**src/rtl/irq_priority_controller_pkg.sv**
```systemverilog
// rtl/irq_priority_controller_pkg.sv - shared constants and FSM state type for the interrupt controller
package irq_pkg;

    localparam int N_IRQ_DEFAULT = 8;
    localparam int ID_W_DEFAULT  = 3;

    typedef enum logic [1:0] {
        IDLE    = 2'd0,
        REQ     = 2'd1,
        SERVICE = 2'd2
    } irq_state_t;

endpackage

```
**src/rtl/irq_priority_controller_if.sv**
```systemverilog
// rtl/irq_priority_controller_if.sv - interrupt lines and core request/ack/eoi handshake bundle
interface irq_priority_controller_if
    import irq_pkg::*;
#(
    parameter int N_IRQ = N_IRQ_DEFAULT,
    parameter int ID_W  = ID_W_DEFAULT
);

    logic [N_IRQ-1:0] irq_in;
    logic [N_IRQ-1:0] irq_en;
    logic             irq_ack;
    logic             irq_eoi;
    logic             irq_req;
    logic [ID_W-1:0]  irq_id;
    logic             irq_active;
    logic [N_IRQ-1:0] irq_pending;

    // master: the controller; slave: the core and interrupt sources driving it
    modport master (
        input  irq_in, irq_en, irq_ack, irq_eoi,
        output irq_req, irq_id, irq_active, irq_pending
    );

    modport slave (
        output irq_in, irq_en, irq_ack, irq_eoi,
        input  irq_req, irq_id, irq_active, irq_pending
    );

endinterface

```
**src/rtl/irq_priority_select.sv**
```systemverilog
// rtl/irq_priority_select.sv - combinational highest-index priority encoder
module irq_priority_select #(
    parameter int N_IRQ = 8,
    parameter int ID_W  = 3
) (
    input  logic [N_IRQ-1:0] cand,
    output logic [ID_W-1:0]  sel,
    output logic             sel_valid
);

    // Ascending scan so the last hit, i.e. the highest index, wins
    always_comb begin
        sel = '0;
        for (int i = 0; i < N_IRQ; i++) begin
            if (cand[i]) begin
                sel = ID_W'(i);
            end
        end
    end

    assign sel_valid = |cand;

endmodule

```
**src/rtl/irq_priority_controller.sv**
```systemverilog
// rtl/irq_priority_controller.sv - edge-captured, non-nesting priority interrupt controller
module irq_priority_controller
    import irq_pkg::*;
#(
    parameter int N_IRQ = N_IRQ_DEFAULT,
    parameter int ID_W  = ID_W_DEFAULT
) (
    input  logic                      clk,
    input  logic                      rst_n,
    irq_priority_controller_if.master bus
);

    logic [N_IRQ-1:0] r_prev;
    logic [N_IRQ-1:0] r_pending;
    logic [N_IRQ-1:0] w_rise;
    logic [N_IRQ-1:0] w_clr;
    logic [N_IRQ-1:0] w_cand;
    logic [ID_W-1:0]  w_sel;
    logic             w_sel_valid;
    logic [ID_W-1:0]  r_id;
    logic             r_req;
    logic             r_active;
    irq_state_t       r_state;

    assign w_rise = bus.irq_in & ~r_prev;
    assign w_cand = r_pending & bus.irq_en;

    always_comb begin
        w_clr = '0;
        if (r_state == REQ && bus.irq_ack) begin
            w_clr[r_id] = 1'b1;
        end
    end

    irq_priority_select #(
        .N_IRQ (N_IRQ),
        .ID_W  (ID_W)
    ) u_select (
        .cand      (w_cand),
        .sel       (w_sel),
        .sel_valid (w_sel_valid)
    );

    // A fresh edge on the line being acked survives the clear
    always_ff @(posedge clk or negedge rst_n) begin
        if (!rst_n) begin
            r_prev    <= '0;
            r_pending <= '0;
        end else begin
            r_prev    <= bus.irq_in;
            r_pending <= (r_pending & ~w_clr) | w_rise;
        end
    end

    always_ff @(posedge clk or negedge rst_n) begin
        if (!rst_n) begin
            r_state  <= IDLE;
            r_id     <= '0;
            r_req    <= 1'b0;
            r_active <= 1'b0;
        end else begin
            case (r_state)
                IDLE: begin
                    if (w_sel_valid) begin
                        r_id    <= w_sel;
                        r_req   <= 1'b1;
                        r_state <= REQ;
                    end
                end
                REQ: begin
                    if (bus.irq_ack) begin
                        r_req    <= 1'b0;
                        r_active <= 1'b1;
                        r_state  <= SERVICE;
                    end
                end
                SERVICE: begin
                    if (bus.irq_eoi) begin
                        r_active <= 1'b0;
                        r_state  <= IDLE;
                    end
                end
                default: begin
                    r_req    <= 1'b0;
                    r_active <= 1'b0;
                    r_state  <= IDLE;
                end
            endcase
        end
    end

    assign bus.irq_req     = r_req;
    assign bus.irq_id      = r_id;
    assign bus.irq_active  = r_active;
    assign bus.irq_pending = r_pending;

endmodule
```
**src/flat_wrapper.sv**
```systemverilog
// flat-port wrapper written by rule: the top's interface ports become plain ports
module irq_priority_controller_flat import irq_pkg::*;
#(
    parameter int N_IRQ = N_IRQ_DEFAULT,
    parameter int ID_W  = ID_W_DEFAULT
)
  (clk, rst_n, bus_irq_in, bus_irq_en, bus_irq_ack, bus_irq_eoi, bus_irq_req, bus_irq_id, bus_irq_active, bus_irq_pending);
  irq_priority_controller_if #(.N_IRQ(N_IRQ), .ID_W(ID_W)) bus_i ();
  input  logic clk;
  input  logic rst_n;
  input wire logic [$bits(bus_i.irq_in)-1:0] bus_irq_in;
  input wire logic [$bits(bus_i.irq_en)-1:0] bus_irq_en;
  input wire logic [$bits(bus_i.irq_ack)-1:0] bus_irq_ack;
  input wire logic [$bits(bus_i.irq_eoi)-1:0] bus_irq_eoi;
  output wire logic [$bits(bus_i.irq_req)-1:0] bus_irq_req;
  output wire logic [$bits(bus_i.irq_id)-1:0] bus_irq_id;
  output wire logic [$bits(bus_i.irq_active)-1:0] bus_irq_active;
  output wire logic [$bits(bus_i.irq_pending)-1:0] bus_irq_pending;
  assign bus_i.irq_in = bus_irq_in;
  assign bus_i.irq_en = bus_irq_en;
  assign bus_i.irq_ack = bus_irq_ack;
  assign bus_i.irq_eoi = bus_irq_eoi;
  assign bus_irq_req = bus_i.irq_req;
  assign bus_irq_id = bus_i.irq_id;
  assign bus_irq_active = bus_i.irq_active;
  assign bus_irq_pending = bus_i.irq_pending;
  irq_priority_controller #(.N_IRQ(N_IRQ), .ID_W(ID_W)) u_core (.clk(clk), .rst_n(rst_n), .bus(bus_i));
endmodule
```
**config.mk**
```make
export PLATFORM = sky130hd
export DESIGN_NAME = irq_priority_controller_flat
export DESIGN_NICKNAME = d
export VERILOG_FILES = /design/src/rtl/irq_priority_controller_pkg.sv /design/src/rtl/irq_priority_controller_if.sv /design/src/rtl/irq_priority_select.sv /design/src/rtl/irq_priority_controller.sv /design/src/flat_wrapper.sv
export SDC_FILE = /design/constraint.sdc
export NUM_CORES = 1
export LEC_CHECK = 0
export BUFFER_PORTS_ARGS = -buffer_cell sky130_fd_sc_hd__buf_2
export CAP_MARGIN = 15
export CORE_ASPECT_RATIO = 1.2
export CORE_UTILIZATION = 43
export DETAILED_ROUTE_END_ITERATION = 16
export GPL_TIMING_DRIVEN = 0
export PLACE_DENSITY = 0.7
export SETUP_SLACK_MARGIN = 0.2
export SLEW_MARGIN = 25
export SYNTH_ARGS = -nofsm -noshare
export SYNTH_HDL_FRONTEND = slang
export SYNTH_SLANG_ARGS = --single-unit
```
**constraint.sdc**
```tcl
create_clock -name clk -period 1.32 [get_ports clk]
set_clock_uncertainty 0.1 [all_clocks]
set_input_delay 0.198 -clock clk [delete_from_list [all_inputs] [get_ports clk]]
set_output_delay 0.198 -clock clk [all_outputs]
set_load 0.01 [all_outputs]
```
-- Word level (Yosys, flattened, before mapping)
Index checks and enable logic that the tools add are counted.
- register bits: 23
- output and inout bits: 13
- memories: 0
- latch bits: 0
- bits of input ports: 20
- logic and storage cells: 49
- RAM bits: 0
- bits in read-only memories: 0
- magnitude comparators: 2
- muxes and demuxes: 20
- shift-type cells: 0
- bitwise operators: 8
- div/mod/pow operators: 0
- equality and inequality tests: 5
- $add $sub $neg: 0
- multipliers: 0
- reduce and logical (&&, ||, !) cells: 8
- operator list (cell ; number):
    8-bit bitwise AND ; 3
    3-bit two-way mux ; 6
    8-bit NOT ; 2
    3-bit AND reduction ; 3
    8-bit two-way mux ; 1
    8-bit bitwise OR ; 1
    8-bit OR reduction ; 1
    1-bit two-way mux ; 6
    2-bit two-way mux ; 3
    2-bit != test (second input constant) ; 3
    1-bit case mux with 3 select lines ; 2
    2-bit case mux with 3 select lines ; 1
    3-bit by 4-bit less-than comparator with 1-bit output (second input constant) ; 1
    1-bit demux with 3-bit select ; 1
    3-bit by 1-bit greater-or-equal comparator with 1-bit output (second input constant) ; 1
    2-bit by 1-bit == test with 1-bit output (second input constant) ; 1
    2-bit == test (second input constant) ; 1
    1-bit logical AND ; 2
    2-bit logical NOT ; 1
    1-bit NOT ; 2
    2-bit AND reduction ; 1

-- Longest topological paths before layout
- depth after elaboration: 8
- depth in mapped cells: 5
- depth with buffers taken out: 4

-- Cells and area by module
From an unflattened synthesis, not the netlist that was laid out.
- cells, all modules: 90
- area, all modules: 989.7 um^2
- by module, submodules not included (module ; times used ; cells an instance ; area each (um^2)):
    irq_priority_controller ; 1 ; 78 ; 923.4
    irq_priority_select ; 1 ; 12 ; 66.3

-- Worst setup path before layout
OpenSTA, ideal clock, no wires.
- path kind: reg2reg
- start: register u_core.r_pending[7] (netlist: u_core.bus.irq_pending[7])
- end: register u_core.r_id[0] (netlist: u_core.bus.irq_id[0])
- clock period less this slack: 1418 ps
- path buffers: 0
- path slack: -98 ps
- data required time: 1095 ps
- cell stages (with the launch flop): 5
- arrival time: 1193 ps
- library setup time: 125 ps
- path through: dfrtp_1 -> a22oi_2 -> nand4_1 -> nand2_2 -> mux2_4
- word-level cells in the longest chain between the ends: 3
- elaborated cells on any way between the ends: 4
- ends and longest elaborated chain (item ; RTL line ; RTL):
    start: declaration ; irq_priority_controller.sv:14 ; logic [N_IRQ-1:0] r_pending;
    start signal: assignment ; irq_priority_controller.sv:51 ; r_pending <= (r_pending & ~w_clr) | w_rise;
    8-bit bitwise AND (*) ; irq_priority_controller.sv:26 ; assign w_cand = r_pending & bus.irq_en;
    8-bit OR reduction ; irq_priority_select.sv:21 ; assign sel_valid = |cand;
    2-bit AND reduction (no source line) ; n/a ;
    end signal: assignment ; irq_priority_controller.sv:65 ; r_id <= w_sel;
    end: declaration ; irq_priority_controller.sv:20 ; logic [ID_W-1:0] r_id;
Mark *: on every way between the ends. The rest lies on a longest branch, timed or not.
A chain may end at the register's enable or synchronous reset.

-- Worst setup path after layout
- start: register u_core.r_pending[5] (netlist: u_core.bus.irq_pending[5])
- end: register u_core.r_id[0] (netlist: u_core.bus.irq_id[0])
- word-level cells in the longest chain between the ends: 4
- elaborated cells on any way between the ends: 6
- ends and longest elaborated chain (item ; RTL line ; RTL):
    8-bit bitwise AND (*) ; irq_priority_controller.sv:26 ;
    3-bit two-way mux (3 in a row) ; irq_priority_select.sv:15 ; if (cand[i]) begin
Marked as above.

==> impl_results.md <==
* CP Capture Type: register
* MaxCap Viol Count at 0
* Total track usage at 22.5%
* Global-route wire length before repair at 3.80 mm
* First drt pass iteration count at 4
* Setup-failing EPs final at 9
* Final hold vios at 0
* TNS Setup at -637 ps
* Max-slew violations at 0
* Die Span X at 44.8 µm
* Highest-delay cell along the critical path: dfrtp_1
* Cells after Synth at 86
* Routed length per instance at 14.1 µm
* Worst slew pin tran at 515 ps
* Area Growth Syn to Fin at 65.0%
* Worst path arrival time at 1620 ps
* Number of I/O pins at 33
* Worst relative slew slack at 65.7%
* Synthesized area per cell at 11.0 µm²
* CTS tree: yes
* Rows at 18
* Pwr dens at 1860 nW/µm²
* #FFs+latches synth at 23
* Area occupied by multi-input gates at 375 µm²
* Cell area after synthesis at 943 µm²
* # diodes at 0
* DP Wirelength at 1.40 mm
* Critical path fanouts, max at 2
* Critical path launch point type: register
* Tot Pwr at 0.00289 W
* Longest Clk Path Bufs at 2
* RSZ-0062 raised after global routing: yes
* CTS H-tree depth at 1
* Post-Place Worst Slack at -173 ps
* Tcrit/Tclk final at 114%
* GP Congestion at 0.787
* Post-synth net total at 106
* Root Buffer: clkbuf_4
* Util after Layout at 75.1%
* Drt total wl at 2.63 mm
* Status: complete, but fails checks
* Post-synth cell types at 22
* Final net count at 178
* Clock Sinks at 23
* Critical path required time at 1430 ps
* Largest net degree at the start of global routing at 24
* CP peak stage delay at 420 ps
* Sequential-to-total area share from yosys stat at 61.0%
* Worst hold path type: in -> reg
* Time the worst path needs with I/O delays and setup at 1510 ps
* Failing checks: negative setup slack
* Setup WS post-layout at -188 ps
* CP Class: reg -> reg
* Initial antenna violation count at 0
* Initial Util at 45.5%
* Drc violations at 0
* DR vias at 933
* Peak VDD IR at 0.00114 V
* Clock latency on the worst-skew pair at 310 ps
* TritonCTS Buffers at 3
* Number of DRC markers in iteration 0 at 10
* Crit path top cell by count: buf_4
* Max Fclk at 0.663 GHz
* Leak at 0.728 nW
* Clk slew on worst S/H paths at 120 ps
* Total gr overflow at 0
* Total die area at 2390 µm²
* Hold_ws at 14.2 ps
* Crit path cell chain: buf_4, buf_4, a32oi_1, o21ai_0, mux2_4
* Crit path max-delay family: flip-flops
* Vias in the first global route at 878
* Die height at 53.3 µm
* Post-DRT Antenna Nets at 0
* Core area at 2070 µm²
* Ys Warns at 0
* Share of cells above drive strength 1 at 51.0%
* Critical path buffers and inverters at 2
* # port buffers at 32
* Via density at 4.99
* FF/Latch Area at 578 µm²
* Filler instances at 158
-- final cells by class --
type | count | share of cell area [%]
repair buffers | 67 | 31.5
inverters | 10 | 2.41
multi-input cells | 52 | 24.1
flip-flops and latches | 23 | 37.1
well taps | 30 | 2.41
plain buffers | 1 | 0.723
clock buffers | 4 | 1.69
-- registers in the layout, indices dropped and copies added, names as in the netlist --
| name | cells |
|---|---|
| u_core.bus.irq_active | 1 |
| u_core.r_prev | 8 |
| u_core.r_state | 2 |
| u_core.bus.irq_req | 1 |
| u_core.bus.irq_id | 3 |
| u_core.bus.irq_pending | 8 |
-- Yosys cell counts --
| cell type | instances | share of area [%] |
|---|---|---|
| dfrtp_1 | 23 | 61 |
| o21ai_0 | 18 | 9.5 |
| inv_1 | 10 | 4.0 |
| nand2_1 | 9 | 3.6 |
| nor2_1 | 4 | 1.6 |
| a22oi_1 | 2 | 1.6 |
| a22oi_2 | 2 | 2.7 |
| a32oi_1 | 2 | 1.9 |
| mux2_4 | 2 | 3.2 |
| nand2b_1 | 2 | 1.3 |
| a211oi_1 | 1 | 0.80 |
| a21oi_1 | 1 | 0.53 |
| a22o_1 | 1 | 0.93 |
| buf_4 | 1 | 0.80 |
| nand2_2 | 1 | 0.66 |
| nand3b_1 | 1 | 0.80 |
| nand4_1 | 1 | 0.66 |
| nand4b_1 | 1 | 0.93 |
| o21ai_1 | 1 | 0.53 |
| o31ai_1 | 1 | 0.80 |
| o31ai_2 | 1 | 1.3 |
| or2_4 | 1 | 0.93 |
-- where the power goes --
| part | leakage [nW] | total, W | internal [W] | switching [W] |
|---|---|---|---|---|
| clock network | 0.0150 | 0.000329 | 0.000118 | 0.000211 |
| registers | 0.244 | 0.00106 | 0.000895 | 0.000163 |
| logic | 0.469 | 0.00150 | 0.000834 | 0.000669 |
-- placed cells by master (no fill, tap or decap), drive strengths merged --
master,synthesis,layout
a211oi,1,1
a21oi,1,1
a22o,1,1
a22oi,4,4
a32oi,2,2
buf,1,58
clkbuf,0,4
dfrtp,23,23
dlygate4sd3,0,10
inv,10,10
mux2,2,2
nand2,10,10
nand2b,2,2
nand3b,1,1
nand4,1,1
nand4b,1,1
nor2,4,4
o21ai,19,19
o31ai,2,2
or2,1,1
-- worst reg2reg max path, delay by kind of cell (launching register included) --
kind | cells | cell delay [ps]
AOI/OAI and AO/OA | 2 | 340
buffers and inverters | 2 | 280
DFF | 1 | 420
muxes | 1 | 280
-- per-layer routing --
metal	GRT usage (%)	vias to the layer above	share of wire, %	wire length, µm
met1	27.3	454	43	1140
met2	38.0	31	51	1350
met5	0	-	0	0
li1	-	442	-	-
met4	13.6	0	2.2	59
met3	2.05	6	3.2	84
-- logic make-up (layout without fill, tap and decap cells) --
family | Yosys count | count (layout) | synth area share, %
AND/OR/NAND/NOR | 20 | 20 | 10.5
buffers and inverters | 11 | 82 | 4.78
multiplexers | 2 | 2 | 3.18
AO/OA/AOI/OAI | 30 | 30 | 20.6
flip-flops | 23 | 23 | 61.0
-- final timing paths --
kind / start / cells after the start / endpoint / slack (ps)
max: u_core.bus.irq_pending[5]$_DFF_PN0_ / 5 / u_core.bus.irq_id[0]$_DFFE_PN0P_ / -190
min: bus_irq_ack / 2 / u_core.r_state[0]$_DFFE_PN0P_ / 10
max reg2reg: u_core.bus.irq_pending[5]$_DFF_PN0_ / 5 / u_core.bus.irq_id[0]$_DFFE_PN0P_ / -190
min reg2reg: u_core.r_prev[6]$_DFF_PN0_ / 1 / u_core.bus.irq_pending[6]$_DFF_PN0_ / 310
max in group asynchronous: rst_n / 2 / u_core.bus.irq_id[1]$_DFFE_PN0P_ / 470
min in group asynchronous: rst_n / 2 / u_core.r_state[0]$_DFFE_PN0P_ / 280
-- repair_timing --
item                       in CTS  in global routing
gates resized for setup        17                 13
hold endpoints to repair       32                  0
hold buffers                   10                  0
setup buffers                  11                 14
setup endpoints to repair      26                 26
pin swaps                       8                  9
-- metrics by stage --
step	std cells	area (µm²)
4_1_cts	173	1410
5_1_grt	187	1560
2_1_floorplan	86	943
6_report	187	1560
3_3_place_gp	148	1140
3_5_place_dp	148	1140
Power figures use the tool's default switching activity.
